[config.mk]
export PLATFORM = sky130hd
export DESIGN_NAME = axis_multi_slave
export DESIGN_NICKNAME = d
export VERILOG_FILES = /design/src/rtl/axis_pkg.sv /design/src/rtl/axis_rr_arbiter.sv /design/src/rtl/axis_multi_slave.sv
export SDC_FILE = /design/constraint.sdc
export NUM_CORES = 1
export LEC_CHECK = 0
export ABC_CLOCK_PERIOD_IN_PS = 5340
export BUFFER_PORTS_ARGS = -buffer_cell sky130_fd_sc_hd__buf_2
export CORE_MARGIN = 8
export CORE_UTILIZATION = 35
export DETAILED_ROUTE_END_ITERATION = 6
export PLACE_DENSITY = 0.81
export SLEW_MARGIN = 20
export SYNTH_ARGS = -nofsm -noshare
export SYNTH_HDL_FRONTEND = slang
export SYNTH_HIERARCHICAL = 1
export SYNTH_SLANG_ARGS = --single-unit
[constraint.sdc]
create_clock -name clk -period 5.34 [get_ports clk]
set_input_delay 0.267 -clock clk [delete_from_list [all_inputs] [get_ports clk]]
set_output_delay 0.267 -clock clk [all_outputs]
set_load 0.02 [all_outputs]
[src/rtl/axis_pkg.sv]
// Shared types for the AXI-Stream merge block: arbiter FSM states and
// the helper that sizes grant-index buses.
package axis_pkg;

  localparam logic [0:0] ST_IDLE   = 1'b0;
  localparam logic [0:0] ST_LOCKED = 1'b1;

  typedef enum logic [0:0] {
    IDLE   = ST_IDLE,
    LOCKED = ST_LOCKED
  } state_t;

  // A single-port build still needs a 1-bit index bus.
  function automatic int grant_width(input int n);
    return (n > 1) ? $clog2(n) : 1;
  endfunction

endpackage

[src/rtl/axis_rr_arbiter.sv]
// Combinational request arbiter. Round-robin from last_grant+1 by default;
// `define AXIS_MULTI_SLAVE_PRIORITY_EN selects fixed lowest-index priority.
module axis_rr_arbiter
  import axis_pkg::*;
#(
  parameter  int PORT_NB  = 8,
  localparam int ID_WIDTH = grant_width(PORT_NB)
) (
  input  logic [PORT_NB-1:0]  req,
  input  logic [ID_WIDTH-1:0] last_grant,
  output logic [PORT_NB-1:0]  grant_oh,
  output logic [ID_WIDTH-1:0] grant_idx,
  output logic                any_req
);

  logic [ID_WIDTH-1:0] cand;

`ifdef AXIS_MULTI_SLAVE_PRIORITY_EN
  logic unused_last_grant;
  assign unused_last_grant = ^last_grant;
`endif

  // Candidates are visited from lowest to highest precedence so the final
  // matching write is the winner; no early exit is needed.
  always_comb begin
    // NOTE: every output gets a default before the loop; otherwise the
    // no-request path would leave them unassigned and infer latches.
    grant_oh  = '0;
    grant_idx = '0;
    cand      = '0;
    any_req   = |req;
    for (int k = PORT_NB; k >= 1; k--) begin
`ifdef AXIS_MULTI_SLAVE_PRIORITY_EN
      cand = ID_WIDTH'(k - 1);
`else
      cand = ID_WIDTH'((int'(last_grant) + k) % PORT_NB);
`endif
      if (req[cand]) begin
        grant_oh       = '0;
        grant_oh[cand] = 1'b1;
        grant_idx      = cand;
      end
    end
  end

endmodule

[src/rtl/axis_multi_slave.sv]
// Packet-aware N:1 AXI-Stream merge: a granted input owns the output until
// its tlast beat transfers. Optional macro: AXIS_MULTI_SLAVE_PRIORITY_EN.
module axis_multi_slave
  import axis_pkg::*;
#(
  parameter  int AXIS_DWIDTH = 32,
  parameter  int PORT_NB     = 8,
  localparam int ID_WIDTH    = grant_width(PORT_NB)
) (
  input  logic                           clk,
  input  logic                           rst,
  input  logic [PORT_NB*AXIS_DWIDTH-1:0] s_tdata,
  input  logic [PORT_NB-1:0]             s_tlast,
  input  logic [PORT_NB-1:0]             s_tvalid,
  output logic [PORT_NB-1:0]             s_tready,
  output logic [AXIS_DWIDTH-1:0]         m_tdata,
  output logic                           m_tlast,
  output logic                           m_tvalid,
  input  logic                           m_tready,
  output logic [ID_WIDTH-1:0]            m_tid
);

  state_t              state;
  logic [ID_WIDTH-1:0] grant;
  logic [ID_WIDTH-1:0] last_grant;

  logic [PORT_NB-1:0]  unused_arb_oh;
  logic [ID_WIDTH-1:0] arb_idx;
  logic                arb_any;

  logic [AXIS_DWIDTH-1:0] port_data [PORT_NB];
  logic                   locked;
  logic                   sel_valid;
  logic                   sel_last;
  logic                   pkt_end;

  for (genvar i = 0; i < PORT_NB; i++) begin : g_port_data
    assign port_data[i] = s_tdata[i*AXIS_DWIDTH +: AXIS_DWIDTH];
  end

  axis_rr_arbiter #(
    .PORT_NB (PORT_NB)
  ) u_arb (
    .req        (s_tvalid),
    .last_grant (last_grant),
    .grant_oh   (unused_arb_oh),
    .grant_idx  (arb_idx),
    .any_req    (arb_any)
  );

  assign locked    = (state == LOCKED);
  assign sel_valid = s_tvalid[grant];
  assign sel_last  = s_tlast[grant];
  assign pkt_end   = locked & sel_valid & sel_last & m_tready;

  // Reset starts last_grant at the top port so port 0 wins the first round.
  always_ff @(posedge clk or posedge rst) begin
    // NOTE: state registers use non-blocking assignments so every flop
    // samples pre-edge values regardless of statement order.
    if (rst) begin
      state      <= IDLE;
      grant      <= '0;
      last_grant <= ID_WIDTH'(PORT_NB - 1);
    end else begin
      case (state)
        IDLE: begin
          if (arb_any) begin
            grant <= arb_idx;
            state <= LOCKED;
          end
        end
        LOCKED: begin
          if (pkt_end) begin
`ifndef AXIS_MULTI_SLAVE_PRIORITY_EN
            last_grant <= grant;
`endif
            state <= IDLE;
          end
        end
        default: state <= IDLE;
      endcase
    end
  end

  // Zero-latency pass-through of the owning port; everything quiet in IDLE.
  always_comb begin
    m_tvalid = 1'b0;
    m_tlast  = 1'b0;
    m_tdata  = '0;
    m_tid    = '0;
    s_tready = '0;
    if (locked) begin
      m_tvalid        = sel_valid;
      m_tlast         = sel_valid & sel_last;
      m_tdata         = port_data[grant];
      m_tid           = grant;
      s_tready[grant] = m_tready;
    end
  end

endmodule

==> results.py, run 1 <==
metrics = {
    "worst_setup_path": {
        "crit_path_max_incr_delay_ns": 0.86,
        "arrival_ns": 3.41,
        "required_ns": 5.45,
        "critical_path_class": "register to register",
        "crit_slowest_cell": "dfstp_2",
        "start_kind": "register",
        "worst_setup_path_end_kind": "register",
        "cp_cell_sequence": "clkinv_1 > ha_1 > mux4_2 > mux2_2 > a21oi_1 > o21ai_0 > a211oi_1 > a21oi_1 > mux2_2",
        "critical_path.max_fanout": 20,
    },
    "drt": {
        "ant_nets": 0,
        "drtIter0Drc": 329,
        "firstDrtPassIters": 4,
        "vias_per_cell": 5.57,
        "vias": 4179,
        "drt-total-wl_um": 18400,
        "route.detailed.drc": 0,
        "wl_per_cell_um": 24.5,
    },
    "placement": {
        "io_buffer_count": 319,
        "dp_hpwl_um": 15700,
        "gp_congestion": 0.872,
        "placed_area_um2": 5220,
    },
    "cts": {
        "clkTransAtPathRegs_ns": 0.04,
        "cts_tree": "built",
        "postCtsResizedCells": 0,
        "cts_buffers": 3,
        "cts_htree_levels": 1,
        "cts_root_buf": "clkbuf_8",
        "cts_buffer_depth": 2,
        "cts_setup_buffers": 0,
        "cts.sinks": 7,
        "clk_latency_ns": 0.22,
    },
    "global_routing": {
        "grt_max_degree": 61,
        "antenna_found_initial": 7,
        "track_usage": 0.244,
        "gr-total-overflow": 0,
        "grt_first_pass_wirelength_um": 27200,
        "grt_pass1_vias": 4629,
    },
    "timing": {
        "fin_crit_sh": 0.619,
        "finalHoldViolations": 0,
        "fin_crit_ns": 3.31,
        "finClkSkew_ns": 0.00275,
        "rsz0062_at_grt": "no",
        "setup_viol": 0,
        "slew_headroom": 0.403,
        "max_freq_ghz": 0.302,
        "setup_tns_ns": 0,
        "maxSlewViolCount": 0,
        "worstMarginPinSlew_ns": 0.895,
    },
    "die": {
        "ios": 320,
        "die_w_um": 119,
        "dieArea_um2": 14100,
        "start_util": 0.359,
        "row_count": 37,
        "fp.dieH_um": 119,
        "core_area_um2": 10300,
    },
    "finish": {
        "nFillCells": 982,
        "layout-area-overhead-vs-synth_pct": 44.3,
        "fin_nets": 886,
        "postLayoutCellArea_um2": 5320,
        "drive_gt1_frac": 0.723,
    },
    "logic_synthesis": {
        "syn_inst": 325,
        "synth_fp_nets": 603,
        "avgSynthCellArea_um2": 11.3,
        "synth_area_um2": 3690,
        "yosysWarnings": 6,
    },
    "power_and_ir_drop": {
        "cellPowerDensity_nw_per_um2": 627,
        "total_power_uw": 3330,
        "peakVddDrop_mv": 0.428,
        "power.leakage_uw": 0.00257,
    },
    "run": {
        "max_cap_violations": 0,
    },
    "hold_path": {
        "hp-class": "primary input to register",
    },
    "status": {
        "outcome": "completed",
    },
}
metal layers:
metal	wire length, um	up-vias	global-route usage
met5	0	-	0
met4	346	0	0.0838
met3	1550	18	0.0547
met2	10200	247	0.466
met1	6250	2053	0.257
li1	-	1861	-
through the flow:
| stage | utilization | setup slack, ns | instances | hold slack [ns] |
|---|---|---|---|---|
| floorplan | - | 2.30 | 325 | 0.0682 |
| global placement | 0.508 | 2.13 | 737 | 0.195 |
| detailed placement | 0.508 | 2.05 | 737 | 0.199 |
| CTS | 0.513 | 2.04 | 742 | 0.477 |
| global route | 0.518 | 1.81 | 750 | 0.497 |
| finish | 0.518 | 2.03 | 750 | 0.484 |
cells in the final DEF, fill, tap and decap left out, types with 3 or more instances in the layout:
cell type and count:
diode_2 7, mux4_2 76, nand2b_1 3, a21oi_1 10
dfstp_2 3, nor3_1 3, mux2_2 11, inv_1 6
nor2b_1 35, mux2_4 5, buf_2 319, clkbuf_8 3
and2_1 8, ha_1 3, buf_4 3, o21ai_0 6
nor2_1 10, dfrtp_2 3, a211oi_1 3, nand2_1 13
mux2i_1 41
worst max-delay path, delay by kind of cell (launching register included):
family                   cells  cell delay [ns]
adder cells (fa/ha/maj)      1             0.45
AO/OA/AOI/OAI                4             0.56
multiplexers                 3             1.17
flip-flops                   1             0.86
buffers and inverters        1             0.14
layout make-up:
type                            instances  area, um2  share of cell area
Antenna cell                            7       17.5             0.00329
Sequential cell                         7        186              0.0350
Inverter                                9       33.8             0.00635
Timing Repair Buffer                  324       1660               0.311
Clock buffer                            4       45.0             0.00846
Tap cell                              136        170              0.0320
Multi-Input combinational cell        263       3210               0.604
final timing paths:
check,startpoint,to,slack [ns],cells after the start
setup / recovery,last_grant[0],grant[0],2.03,9
hold / removal,s_tvalid[7],locked,0.48,4
setup reg to reg,last_grant[0],grant[0],2.03,9
hold reg to reg,last_grant[1],last_grant[1],0.71,1
max in group asynchronous,rst,last_grant[1],4.53,3
min in group asynchronous,rst,grant[0],0.54,3
registers in the layout (all words and copies together), names as in the netlist:
| signal | flops |
|---|---|
| grant | 3 |
| last_grant | 3 |
| locked | 1 |
where the power goes:
part	switching, uW	total, uW	internal, uW
logic	1510	2950	1440
registers	218	313	94.9
clock network	19.8	71.1	51.4
repair_timing:
item / CTS / global route
endpoints found under the hold margin: 4 / 0
setup endpoints to repair: 0 / 0
hold buffers: 1 / 0
No activity file was read; power rests on OpenSTA's default activity.
==> run 2: changes to the inputs <==
- ABC_AREA: default -> 1
- ABC_CLOCK_PERIOD_IN_PS: 5340 -> 3200
- clock period: 5.34 -> 3.2 ns (I/O delays scaled with it)
==> run 2 against run 1 <==
Effect of this change: power grew 53%; critical path type unchanged; critical endpoint is now grant[1]; via count is 39% higher; core utilization down 1.0 points; highest routed layer is now met5; largest power group unchanged; worst hold slack worse by 0.25 ns.
==> results.py, run 2 <==
metrics = {
    "placement": {
        "io_buffer_count": 319,
        "place_ws_ns": 0.615,
        "dp_hpwl_um": 15600,
        "gp_congestion": 0.952,
    },
    "power_and_ir_drop": {
        "peakVddDrop_mv": 0.420,
        "p_comb_frac": 0.918,
        "cellPowerDensity_nw_per_um2": 991,
        "p_int_uw": 1790,
        "pwr-share-seq": 0.058,
        "swShare": 0.649,
        "total_power_uw": 5100,
        "p_clk_frac": 0.024,
        "power.leakage_uw": 0.00286,
        "p_sw_uw": 3310,
    },
    "drt": {
        "ant_nets": 0,
        "wl_per_cell_um": 16.6,
        "firstDrtPassIters": 7,
        "vias": 5804,
        "drtIter0Drc": 465,
        "vias_per_cell": 5.06,
        "route.detailed.drc": 0,
        "drt-total-wl_um": 19000,
    },
    "timing": {
        "fin_crit_sh": 0.817,
        "maxSlewViolCount": 0,
        "worstMarginPinSlew_ns": 0.738,
        "finClkSkew_ns": 0.00464,
        "finalHoldViolations": 0,
        "setup_viol": 0,
        "slew_headroom": 0.508,
        "holdWs_ns": 0.237,
        "setup_ws_ns": 0.584,
        "rsz0062_at_grt": "no",
        "setup_tns_ns": 0,
        "fin_crit_ns": 2.62,
        "max_freq_ghz": 0.382,
    },
    "global_routing": {
        "track_usage": 0.263,
        "use_met3": 0.0821,
        "antenna_found_initial": 6,
        "grt_first_pass_wirelength_um": 28000,
        "grt_max_degree": 75,
        "grt_pass1_vias": 5271,
        "gr-total-overflow": 0,
        "gr-max-usage-layer": "met2",
        "use_met2": 0.421,
        "use_met1": 0.333,
    },
    "hold_path": {
        "hp-class": "primary input to register",
    },
    "logic_synthesis": {
        "avgSynthCellArea_um2": 4.87,
        "syn_inst": 734,
        "yosysWarnings": 6,
        "synth_area_um2": 3580,
        "synth_fp_nets": 1012,
    },
    "worst_setup_path": {
        "start_kind": "register",
        "required_ns": 3.35,
        "critical_path.max_fanout": 13,
        "critical_path_class": "register to register",
        "worst_setup_path_end_kind": "register",
        "arrival_ns": 2.77,
    },
    "die": {
        "dieArea_um2": 13700,
        "core_area_um2": 10100,
        "fp.dieH_um": 117,
        "start_util": 0.353,
        "die_w_um": 117,
        "row_count": 37,
        "ios": 320,
    },
    "finish": {
        "layout-area-overhead-vs-synth_pct": 43.9,
        "final_util": 0.508,
        "final_cell_mix": "319 x buf_2, 236 x nor2_1, 126 x o21ai_0",
        "final_common_cell": "buf_2",
        "nFillCells": 1129,
        "fin_nets": 1285,
        "drive_gt1_frac": 0.375,
    },
    "cts": {
        "cts_htree_levels": 1,
        "cts_buffers": 3,
        "cts_root_buf": "clkbuf_8",
        "cts.sinks": 7,
        "clkTransAtPathRegs_ns": 0.04,
        "cts_tree": "built",
        "cts_buffer_depth": 2,
        "clk_latency_ns": 0.23,
    },
    "status": {
        "outcome": "completed",
    },
    "run": {
        "max_cap_violations": 0,
    },
}
run 2: changes by cell type in the layout (fill, tap and decap cells not counted), moves of 40 or more:
cell / change
nor2_1: +226
o21ai_0: +120
mux4_2: -76
nand2_1: +55
inv_1: +50
mux2i_1: -41
o21ai_1: +40
run 2: routing by layer:
layer  up-vias  wire length, um
met3        46             2080
met2       312             8900
met5         -               41
met4         6              448
met1      2506             7580
li1       2934                -
run 2: metrics by stage:
step,area (um2),std cells
6_report,5150,1147
5_1_grt,5140,1145
4_1_cts,5130,1142
3_5_place_dp,5080,1137
3_3_place_gp,5080,1137
2_1_floorplan,3580,734
run 2: path summary, 6_finish.rpt:
check                                 to           from  cells past startpoint  slack (ns)
min                        last_grant[0]       m_tready                      3        0.24
max reg2reg                     grant[1]  last_grant[0]                     15        0.58
max                             grant[1]  last_grant[0]                     15        0.58
min in group asynchronous       grant[0]            rst                      3        0.42
max in group asynchronous  last_grant[0]            rst                      3        2.51
min reg2reg                last_grant[2]  last_grant[2]                      2        0.52
run 2: critical path, stage by stage (launching register included):
cell and delay (ns):
dfstp_2 0.70, inv_4 0.12, ha_1 0.44, inv_2 0.17, nand3_1 0.11, nand3_1 0.12
nand2_2 0.08, a21oi_1 0.15, nand3_1 0.09, nand3_1 0.07, nand2_1 0.05, nand2_1 0.05
nand2_1 0.04, a21oi_1 0.16, nor2_1 0.07, a21oi_1 0.11
run 2: what timing repair did:
item,in CTS,in global routing
buffers inserted,0,0
hold buffers,1,0
hold endpoints to repair,4,0
resized for setup,0,0
run 2: layout make-up:
class,instances,area (um2),share of cell area
timing repair buffer,329,1700,0.330
inverter,73,279,0.0542
multi-input combinational,593,2760,0.536
antenna,5,12.5,0.00243
sequential,7,183,0.0355
tap,136,170,0.0331
clock buffer,4,45.0,0.00875
run 2: power groups by stage:
stage / clock (uW) / combinational, uW / sequential [uW]
global route: 134 / 5220 / 313
global placement: 0 / 4650 / 297
floorplan: 0 / 3660 / 201
finish: 122 / 4680 / 298
CTS: 126 / 4660 / 297
detailed placement: 0 / 4640 / 298
